--- config.mk ---
export PLATFORM = sky130hd
export DESIGN_NAME = filter_xform_sched_flat
export DESIGN_NICKNAME = d
export VERILOG_FILES = /design/src/rtl/filter_xform_sched_if.sv /design/src/rtl/filter_xform_sched.sv /design/src/flat_wrapper.sv
export SDC_FILE = /design/constraint.sdc
export NUM_CORES = 1
export LEC_CHECK = 0
export ABC_AREA = 0
export BUFFER_PORTS_ARGS = -buffer_cell sky130_fd_sc_hd__buf_4
export CAP_MARGIN = 25
export CORE_ASPECT_RATIO = 2
export CORE_UTILIZATION = 28
export CTS_CLUSTER_SIZE = 12
export DETAILED_ROUTE_END_ITERATION = 12
export PLACE_DENSITY_LB_ADDON = 0.25
export SETUP_SLACK_MARGIN = 0.2
export SLEW_MARGIN = 30
export SYNTH_ARGS = -nofsm -noshare
export SYNTH_HDL_FRONTEND = slang
export SYNTH_SLANG_ARGS = --single-unit
--- constraint.sdc ---
create_clock -name clk -period 5.75 [get_ports clk]
set_clock_uncertainty 0.1 [all_clocks]
set_input_delay 0 -clock clk [delete_from_list [all_inputs] [get_ports clk]]
set_output_delay 0 -clock clk [all_outputs]
set_load 0.005 [all_outputs]
--- src/rtl/filter_xform_sched_if.sv ---
// Weight-buffer read port and transformed-buffer write port of filter_xform_sched.
// master: the scheduler. slave: the buffers.
interface filter_xform_sched_if #(
    parameter int W      = 8,
    parameter int ADDR_W = 10
);
    logic              rd_en;
    logic [ADDR_W-1:0] rd_addr;
    logic [9*W-1:0]    rd_data;
    logic              wr_valid;
    logic              wr_ready;
    logic [ADDR_W-1:0] wr_addr;
    logic [16*W-1:0]   wr_data;

    modport master (
        output rd_en, rd_addr, wr_valid, wr_addr, wr_data,
        input  rd_data, wr_ready
    );

    modport slave (
        input  rd_en, rd_addr, wr_valid, wr_addr, wr_data,
        output rd_data, wr_ready
    );
endinterface

--- src/rtl/filter_xform_sched.sv ---
// Sequences a batch of 3x3 filters through the 2-cycle Winograd filter transform.
// Reads filters, tracks in-flight transforms with a valid shift register, and
// buffers results in a skid FIFO that drains over a valid/ready write port.
// Optional: define FXF_STALL_CNT_EN to add the stall_cycles output.
module filter_xform_sched #(
    parameter int W          = 8,
    parameter int ADDR_W     = 10,
    parameter int RD_LAT     = 1,
    parameter int FIFO_DEPTH = 4
) (
    input  logic                 clk,
    input  logic                 rstn,
    input  logic                 start,
    input  logic [ADDR_W:0]      num_filters,
    input  logic [ADDR_W-1:0]    base_rd_addr,
    input  logic [ADDR_W-1:0]    base_wr_addr,
    output logic                 busy,
    output logic                 done,
    output logic [9*W-1:0]       xf_filter,
    input  logic [16*W-1:0]      xf_out,
`ifdef FXF_STALL_CNT_EN
    output logic [15:0]          stall_cycles,
`endif
    filter_xform_sched_if.master mem
);
    localparam int STAGES = RD_LAT + 2;
    localparam int IF_W   = $clog2(STAGES + 1);
    localparam int PTR_W  = $clog2(FIFO_DEPTH);
    localparam int CNT_W  = PTR_W + 1;
    localparam int SUM_W  = ((IF_W > CNT_W) ? IF_W : CNT_W) + 1;

    localparam logic [ADDR_W:0]   CNT_ONE  = (ADDR_W + 1)'(1);
    localparam logic [ADDR_W-1:0] ADDR_ONE = ADDR_W'(1);
    localparam logic [PTR_W-1:0]  PTR_ONE  = PTR_W'(1);
    localparam logic [CNT_W-1:0]  FIFO_ONE = CNT_W'(1);

    typedef enum logic [1:0] {
        S_IDLE  = 2'd0,
        S_ISSUE = 2'd1,
        S_DRAIN = 2'd2,
        S_DONE  = 2'd3
    } state_t;

    state_t            state;
    state_t            state_nxt;
    logic              start_q;
    logic              accept;
    logic [ADDR_W:0]   n_q;
    logic [ADDR_W:0]   issued;
    logic              last_issue;
    logic [ADDR_W-1:0] rd_addr_q;
    logic [ADDR_W-1:0] wr_addr_q;
    logic              rd_en;
    logic [STAGES-1:0] vld_sr;
    logic [IF_W-1:0]   inflight;
    logic [SUM_W-1:0]  credit_sum;
    logic              credit_ok;
    logic              push;
    logic              pop;
    logic              wr_valid;
    logic              drain_clear;
    logic [16*W-1:0]   fifo_mem [FIFO_DEPTH];
    logic [PTR_W-1:0]  wptr;
    logic [PTR_W-1:0]  rptr;
    logic [CNT_W-1:0]  fifo_count;

    // start is registered so the batch parameters are held before the FSM leaves IDLE;
    // a start in the gap cycle is rejected like one arriving while busy.
    assign accept     = start && (state == S_IDLE) && !start_q;
    assign last_issue = ((issued + CNT_ONE) == n_q);
    assign inflight   = IF_W'($countones(vld_sr));
    assign credit_sum = SUM_W'(fifo_count) + SUM_W'(inflight);
    assign credit_ok  = (credit_sum < SUM_W'(FIFO_DEPTH));
    assign push       = vld_sr[STAGES-1];
    assign wr_valid   = (fifo_count != '0);
    assign pop        = wr_valid && mem.wr_ready;
    // Leave DRAIN on the cycle the final entry is popped, so done follows the last write directly.
    assign drain_clear = (inflight == '0) &&
                         ((fifo_count == '0) || ((fifo_count == FIFO_ONE) && pop));

    assign xf_filter    = mem.rd_data;
    assign mem.rd_en    = rd_en;
    assign mem.rd_addr  = rd_addr_q;
    assign mem.wr_valid = wr_valid;
    assign mem.wr_addr  = wr_addr_q;
    assign mem.wr_data  = fifo_mem[rptr];

    // FSM state register
    always_ff @(posedge clk or negedge rstn) begin
        if (!rstn) state <= S_IDLE;
        else       state <= state_nxt;
    end

    // FSM next-state logic
    always_comb begin
        state_nxt = state;
        case (state)
            S_IDLE:  if (start_q) state_nxt = (n_q == '0) ? S_DONE : S_ISSUE;
            S_ISSUE: if (rd_en && last_issue) state_nxt = S_DRAIN;
            S_DRAIN: if (drain_clear) state_nxt = S_DONE;
            S_DONE:  state_nxt = S_IDLE;
            default: state_nxt = S_IDLE;
        endcase
    end

    // FSM outputs; reads are issued only while FIFO space is reserved for them
    always_comb begin
        busy  = 1'b0;
        done  = 1'b0;
        rd_en = 1'b0;
        case (state)
            S_ISSUE: begin
                busy  = 1'b1;
                rd_en = credit_ok;
            end
            S_DRAIN: busy = 1'b1;
            S_DONE: begin
                busy = 1'b1;
                done = 1'b1;
            end
            default: ;
        endcase
    end

    // Batch parameter capture and issue/address counters
    always_ff @(posedge clk or negedge rstn) begin
        if (!rstn) begin
            start_q   <= 1'b0;
            n_q       <= '0;
            issued    <= '0;
            rd_addr_q <= '0;
            wr_addr_q <= '0;
        end else begin
            start_q <= accept;
            if (accept) begin
                n_q       <= num_filters;
                issued    <= '0;
                rd_addr_q <= base_rd_addr;
                wr_addr_q <= base_wr_addr;
            end else begin
                if (rd_en) begin
                    issued    <= issued + CNT_ONE;
                    rd_addr_q <= rd_addr_q + ADDR_ONE;
                end
                if (pop) wr_addr_q <= wr_addr_q + ADDR_ONE;
            end
        end
    end

    // In-flight tracker: tail bit marks the cycle xf_out holds that filter's result
    always_ff @(posedge clk or negedge rstn) begin
        if (!rstn) vld_sr <= '0;
        else       vld_sr <= {vld_sr[STAGES-2:0], rd_en};
    end

    // Skid FIFO storage
    always_ff @(posedge clk) begin
        if (push) fifo_mem[wptr] <= xf_out;
    end

    // Skid FIFO pointers and occupancy
    always_ff @(posedge clk or negedge rstn) begin
        if (!rstn) begin
            wptr       <= '0;
            rptr       <= '0;
            fifo_count <= '0;
        end else begin
            if (push) wptr <= wptr + PTR_ONE;
            if (pop)  rptr <= rptr + PTR_ONE;
            case ({push, pop})
                2'b10:   fifo_count <= fifo_count + FIFO_ONE;
                2'b01:   fifo_count <= fifo_count - FIFO_ONE;
                default: fifo_count <= fifo_count;
            endcase
        end
    end

`ifdef FXF_STALL_CNT_EN
    // Saturating count of cycles lost to issue back-pressure or write stalls
    always_ff @(posedge clk or negedge rstn) begin
        if (!rstn) begin
            stall_cycles <= '0;
        end else if (accept) begin
            stall_cycles <= '0;
        end else if ((((state == S_ISSUE) && !rd_en) || (wr_valid && !mem.wr_ready)) &&
                     (stall_cycles != 16'hFFFF)) begin
            stall_cycles <= stall_cycles + 16'd1;
        end
    end
`endif

endmodule

--- src/flat_wrapper.sv ---
// flat-port wrapper written by rule: the top's interface ports become plain ports
module filter_xform_sched_flat 
#(
    parameter int W          = 8,
    parameter int ADDR_W     = 10,
    parameter int RD_LAT     = 1,
    parameter int FIFO_DEPTH = 4
)
  (clk, rstn, start, num_filters, base_rd_addr, base_wr_addr, busy, done, xf_filter, xf_out, mem_rd_en, mem_rd_addr, mem_wr_valid, mem_wr_addr, mem_wr_data, mem_rd_data, mem_wr_ready);
  filter_xform_sched_if #(.W(W), .ADDR_W(ADDR_W)) mem_i ();
  input  logic clk;
  input  logic rstn;
  input  logic start;
  input  logic [ADDR_W:0] num_filters;
  input  logic [ADDR_W-1:0] base_rd_addr;
  input  logic [ADDR_W-1:0] base_wr_addr;
  output logic busy;
  output logic done;
  output logic [9*W-1:0] xf_filter;
  input  logic [16*W-1:0] xf_out;
  output wire logic [$bits(mem_i.rd_en)-1:0] mem_rd_en;
  output wire logic [$bits(mem_i.rd_addr)-1:0] mem_rd_addr;
  output wire logic [$bits(mem_i.wr_valid)-1:0] mem_wr_valid;
  output wire logic [$bits(mem_i.wr_addr)-1:0] mem_wr_addr;
  output wire logic [$bits(mem_i.wr_data)-1:0] mem_wr_data;
  input wire logic [$bits(mem_i.rd_data)-1:0] mem_rd_data;
  input wire logic [$bits(mem_i.wr_ready)-1:0] mem_wr_ready;
  assign mem_rd_en = mem_i.rd_en;
  assign mem_rd_addr = mem_i.rd_addr;
  assign mem_wr_valid = mem_i.wr_valid;
  assign mem_wr_addr = mem_i.wr_addr;
  assign mem_wr_data = mem_i.wr_data;
  assign mem_i.rd_data = mem_rd_data;
  assign mem_i.wr_ready = mem_wr_ready;
  filter_xform_sched #(.W(W), .ADDR_W(ADDR_W), .RD_LAT(RD_LAT), .FIFO_DEPTH(FIFO_DEPTH)) u_core (.clk(clk), .rstn(rstn), .start(start), .num_filters(num_filters), .base_rd_addr(base_rd_addr), .base_wr_addr(base_wr_addr), .busy(busy), .done(done), .xf_filter(xf_filter), .xf_out(xf_out), .mem(mem_i));
endmodule
### After elaboration in Yosys (flattened, before gate mapping)

Memory sizes are Yosys's and may differ from the RTL's.
Cells that the tools add are included.

* add/subtract/negate cells: 10
* order comparisons: 1
* equal/unequal tests: 10
* mux-type cells: 17
* reductions and logical operators: 18

Operators with widths (count)
* 10-bit two-way mux: 4
* 11-bit two-way mux: 2
* 10-bit by 1-bit adder with 10-bit output (second input constant): 2
* 11-bit by 1-bit adder with 11-bit output (second input constant): 1
* 11-bit equality test: 1
* 11-bit zero test: 1
* 2-bit two-way mux: 4
* 2-bit one-hot mux with 4 select lines: 1
* 2-bit equality test (second input constant): 3
* 1-bit logical AND: 6
* 2-bit by 1-bit != test with 1-bit output (second input constant): 3
* 3-bit one-hot mux with 2 select lines: 1
* 2-bit nonzero test: 3
* 1-bit two-way mux: 5
* 2-bit by 1-bit adder with 2-bit output (second input constant): 2
* 3-bit by 2-bit adder with 4-bit output: 1
* 2-bit by 1-bit equality test with 1-bit output (second input constant): 2
* 2-bit zero test: 2
* 4-bit by 3-bit less-than comparator with 1-bit output (second input constant): 1
* 3-bit by 1-bit adder with 3-bit output (second input constant): 1
* 3-bit by 1-bit equality test with 1-bit output (second input constant): 1
* 3-bit zero test: 1
* 3-bit AND reduction: 1
* 3-bit nonzero test: 1
* 6 further kinds: 6

* flip-flop bits (word level): 55
* bits in writable memories: 512
* bits of input ports: 235
* output and inout port bits: 224
* logic and storage cells: 67
* memories kept: 1

Memories
* u_core.fifo_mem: words 4, width 128, rd ports 1, clocked after Yosys merged registers in 0, wr ports 1, RTL line filter_xform_sched.sv:62 `logic [16*W-1:0] fifo_mem [FIFO_DEPTH];`

### Depth between registers and ports, before layout

* depth after elaboration: 8
* gate-level depth with buffers: 10
* depth with buffers taken out: 9

### Least setup slack after synthesis

Ideal clock, no wire load.

* kind: register -> register
* from: register u_core.wptr[0]
* to: memory u_core.fifo_mem[2][0] in the netlist's numbering (enable)
* library setup time: 0.502 ns
* arrival: 3.558 ns
* required time: 5.148 ns
* slack: 1.590 ns
* cell stages (with the launch flop): 4
* path buffers: 0
* period minus slack after synthesis: 4.160 ns
* cell sequence: dfrtp_1 -> inv_1 -> ha_1 -> and2_1

RTL lines
* start, declared: RTL line filter_xform_sched.sv:63 `logic [PTR_W-1:0] wptr;`
* start signal, assigned: RTL line filter_xform_sched.sv:168 `if (push) wptr <= wptr + PTR_ONE;`
* end, declared: RTL line filter_xform_sched.sv:62

Straight into the memory's write port.

### Worst setup path in the final report

* from: register u_core.vld_sr[2]
* to: register u_core.rd_addr_q[2], in the netlist u_core.mem.rd_addr[2]

* cells in the longest elaborated chain, start to end: 5

Ends and longest elaborated chain
* start, declared: RTL line filter_xform_sched.sv:54 `logic [STAGES-1:0] vld_sr;`
* start signal, assigned: RTL line filter_xform_sched.sv:153 `else vld_sr <= {vld_sr[STAGES-2:0], rd_en};`
* 2-bit by 1-bit adder with 2-bit output (not written as such): RTL line filter_xform_sched.sv:71 `assign inflight = IF_W'($countones(vld_sr));`
* 3-bit by 2-bit adder with 4-bit output: RTL line filter_xform_sched.sv:72 `assign credit_sum = SUM_W'(fifo_count) + SUM_W'(inflight);`
* 4-bit by 3-bit less-than comparator with 1-bit output: RTL line filter_xform_sched.sv:73 `assign credit_ok = (credit_sum < SUM_W'(FIFO_DEPTH));`
* 1-bit two-way mux: RTL line filter_xform_sched.sv:111 `case (state)`
* 2-bit nonzero test (no source line)
* end signal, assigned: RTL line filter_xform_sched.sv:138 `rd_addr_q <= base_rd_addr;`
* end signal, assigned: RTL line filter_xform_sched.sv:143 `rd_addr_q <= rd_addr_q + ADDR_ONE;`
* end, declared: RTL line filter_xform_sched.sv:51 `logic [ADDR_W-1:0] rd_addr_q;`

No other way between the ends.
A chain may end at the register's enable or synchronous reset.

==> out/results.tsv <==
stage	metric	value	unit
route	met2 routed WL	29470	µm
timing	Hold Vio Cnt, Final	0	
grt	total grt overflow	0	
timing	count of final setup violators	0	
cts	CTS H-tree lvls	2	
setup_path	WP data arrival	3.69	ns
yosys	number of standard cells after synthesis	1074	
status	outcome	complete, no violations	
power	Design Power	12.94	mW
placed_design	DP Wirelength	31240	µm
route	final antenna-violating net count	0	
final_layout	Finished Layout Cells	2714	
route	DR WL/cell	19.68	µm
cts	Post-CTS Setup Inserts	0	
placed_design	post-placement cell count	2314	
timing	Worst slew margin	41.92	%
timing	Min Clock Period, post-route	3.294	ns
cts	clk_lat worst skew	0.61	ns
final_layout	area delta synth->final	35.66	%
setup_path	critical path capture point type	flop	
route	drt first pass iters	4	
yosys	ys async rst share	9.700	%
yosys	Post-Syn Area	0.02198	mm²
setup_path	CP Class	reg2reg	
yosys	syn_nets	1328	
setup_path	CP max FO	11	
yosys	Mean Syn Cell Area	20.47	µm²
cts	clk slew on worst S/H paths	0.06	ns
route	met3 wire len	3004	µm
die	full die area	0.07970	mm²
timing	slew of the pin with the lowest slew margin	0.8711	ns
die	Die Wd	200.1	µm
final_layout	fill count	7095	
timing	Max Transition Viols Final	0	
yosys	Yosys reg bits	567	
route	via count	12000	
cts	Sink Count	567	
hold_path	Hold EP	u_core.fifo_mem[2][51]$_DFFE_PP_	
yosys	number of enable flip-flop cells after synthesis	512	
job	max cap viols	0	
final_layout	design area	0.02982	mm²
route	M1 WL	19030	µm
cts	TritonCTS buffer count	55	
setup_path	crit path cell chain	fa_1, ha_1, or3b_4, or2_2, inv_2, nand2_1, xnor2_1, nand2_1, nand2_1, dlygate4sd3_1	
final_layout	register area	0.01676	mm²
grt	pin count of the biggest net entering global routing	112	
die	io pins	459	
setup_path	Crit-path slowest cell	dlygate4sd3_1	
grt	initial antenna violation count	6	
setup_path	FF-to-FF Start	u_core.vld_sr[2]$_DFF_PN0_	
yosys	Yosys warning count	0	
hold_path	Hold Crit Start	xf_out[51]	
timing	fmax	0.3036	GHz
power	Leak Pwr	10.46	nW
setup_path	CP Launch Type	flop	
grt	vias in the first global route	13610	
final_layout	layout cells sized above 1	31.41	%
die	# rows	145	
die	Initial Util	28.24	%
route	DRT iter0 DRCs	380	
die	Die Y	398.3	µm
route	drt via density	4.421	
timing	Setup TNS	0	ns
yosys	post-synth cell types	41	
setup_path	critical path's top delay family	simple AND/OR/NAND/NOR gates	
setup_path	cell mode on critical path	nand2_1	
die	core area	0.07783	mm²
placed_design	Port Buffer Count	314	
placed_design	post-place instance area	0.02508	mm²
setup_path	WP depth	10	
placed_design	Placement Setup Slack	2.704	ns
timing	share of the clock period used by the worst path after layout	57.29	%
placed_design	GPL Wtd Cong	0.7942	
cts	CTS tree	done	
grt	first-pass GRT wire length	80620	µm
hold_path	Min-Delay Path Depth	2	
setup_path	Reg-to-Reg End	u_core.mem.rd_addr[2]$_DFFE_PN0P_	
yosys	sequential area share after synthesis	76.20	%
final_layout	Multi-input gate area	0.004487	mm²
cts	clk buf depth	3	
route	DRT Wirelength	53410	µm
cts	CTS resizes	0	
yosys	Synth Flop Type	edfxtp_1	
power	power density over cell area	434.0	mW/mm²
timing	setup ws final	2.456	ns
final_layout	layout net count	1909	
route	top layer reached by signal wires	met5	
timing	RSZ-0062 raised after global routing	false	
setup_path	worst reg2reg path depth	10	
setup_path	flop2flop setup slack	2.46	ns
setup_path	CP max stage delay	0.54	ns
hold_path	min-delay worst type	in2reg	
cts	Root Driver	clkbuf_16	
route	Remaining DRCs	0	
power	Peak VDD IR	0.0003008	V
setup_path	CP Buf/Inv Count	2	
grt	GRT Util Overall	13.38	%
setup_path	Worst Path Required	6.15	ns
==> layer usage <==
| metal | global-route usage [%] | up-vias |
|---|---|---|
| met3 | 2.700 | 97 |
| met5 | 0 | - |
| met4 | 5.577 | 10 |
| met2 | 25.99 | 442 |
| met1 | 13.70 | 6122 |
| li1 | - | 5327 |
==> cell usage after synthesis, types with 2 or more instances <==
library cell    n  area share [%]
nor4_1          4            0.11
buf_1           8            0.14
or2_2           3           0.085
mux4_2        128              13
nand2_1        75             1.3
and2_1          8            0.23
xor2_1         16            0.64
buf_2          12            0.27
mux2i_1         4            0.18
inv_1          12            0.20
and3_1          5            0.14
a21oi_1         2           0.046
nor3_1          5            0.11
xnor2_1        31             1.2
edfxtp_1      512              70
o21ai_0        24            0.55
dfrtp_1        55             6.3
nand3_1        10            0.23
a31oi_1         2           0.057
nor2_1         23            0.39
or3_1           2           0.057
ha_1           18             1.0
buf_4          72             2.5
clkbuf_1       19            0.32
nand4_1         7            0.20
nand2b_1        2           0.057
==> kinds of logic after synthesis <==
logic type,synth area share [%]
DFF,76.20
AOI/OAI and AO/OA,0.8709
and+or+nand+nor,3.159
adders and majority gates,1.116
muxes,13.35
buffers and inverters,3.432
xor gates and xnor gates,1.873
==> worst max-delay path by stage <==
stage	start	to	slack (ns)
final	u_core.vld_sr[2]$_DFF_PN0_	u_core.mem.rd_addr[2]$_DFFE_PN0P_	2.46
after global routing	u_core.vld_sr[2]$_DFF_PN0_	u_core.mem.rd_addr[2]$_DFFE_PN0P_	2.29
after floorplan	u_core.wptr[0]$_DFFE_PN0P_	u_core.fifo_mem[2][0]$_DFFE_PP_	1.59
after CTS	u_core.vld_sr[2]$_DFF_PN0_	u_core.mem.rd_addr[2]$_DFFE_PN0P_	2.44
after detailed placement	u_core.vld_sr[2]$_DFF_PN0_	u_core.state[1]$_DFFE_PN0P_	2.70
after global placement	u_core.vld_sr[2]$_DFF_PN0_	u_core.state[1]$_DFFE_PN0P_	2.75
==> state kept, by name (all words and copies together) (netlist names) <==
register	flops
u_core.vld_sr	3
u_core.state	2
u_core.mem.wr_addr	10
u_core.rptr	2
u_core.wptr	2
u_core.start_q	1
u_core.fifo_mem	512
u_core.issued	11
u_core.mem.rd_addr	10
u_core.fifo_count	3
u_core.n_q	11
==> through the flow <==
step                      util (%)  hold WS (ns)
after floorplan                  -       -0.3956
after global placement       32.22      -0.09997
after detailed placement     32.22      -0.09997
after CTS                    38.31     0.0001885
after global routing         38.32       0.02123
final                        38.32       0.04617
==> cells in the final DEF (no fill, tap or decap), types with 2 or more instances in the layout <==
| cell type | count |
|---|---|
| edfxtp_1 | 512 |
| buf_4 | 316 |
| dlygate4sd3_1 | 312 |
| mux4_2 | 128 |
| nand2_1 | 75 |
| clkbuf_16 | 56 |
| dfrtp_1 | 53 |
| xnor2_1 | 31 |
| o21ai_0 | 24 |
| nor2_1 | 23 |
| clkbuf_1 | 20 |
| ha_1 | 18 |
| xor2_1 | 16 |
| inv_1 | 12 |
| nand3_1 | 10 |
| nand4_1 | 7 |
| buf_12 | 6 |
| and3_1 | 5 |
| nor3_1 | 5 |
| and2_1 | 4 |
| and2_4 | 4 |
| mux2i_1 | 4 |
| nor4_1 | 4 |
| or2_2 | 3 |
| clkinv_1 | 3 |
| clkinv_2 | 3 |
| nand2b_1 | 2 |
| a21oi_1 | 2 |
| a31oi_1 | 2 |
| or3_1 | 2 |
| bufinv_16 | 2 |
| dfrtp_4 | 2 |
==> power by group <==
group | switching, mW | internal [mW] | total [mW]
clock network | 1.50 | 1.86 | 3.36
registers | 0.351 | 5.17 | 5.52
logic | 1.85 | 2.21 | 4.06
==> layout make-up <==
cell class                 count  share of cell area [%]
tap                         1029                   4.317
multi-input combinational    382                   15.05
clock inverter                10                  0.3818
clock buffer                  76                   4.951
inverter                      14                  0.1762
sequential                   567                   56.20
timing repair buffer         635                   18.92
antenna                        1                0.008391
==> repair_timing <==
item                                    CTS  global route
hold endpoints to repair                672             0
endpoints found under the setup margin    0             0
hold buffers                            313             0
No activity file was read; power rests on OpenSTA's default activity.
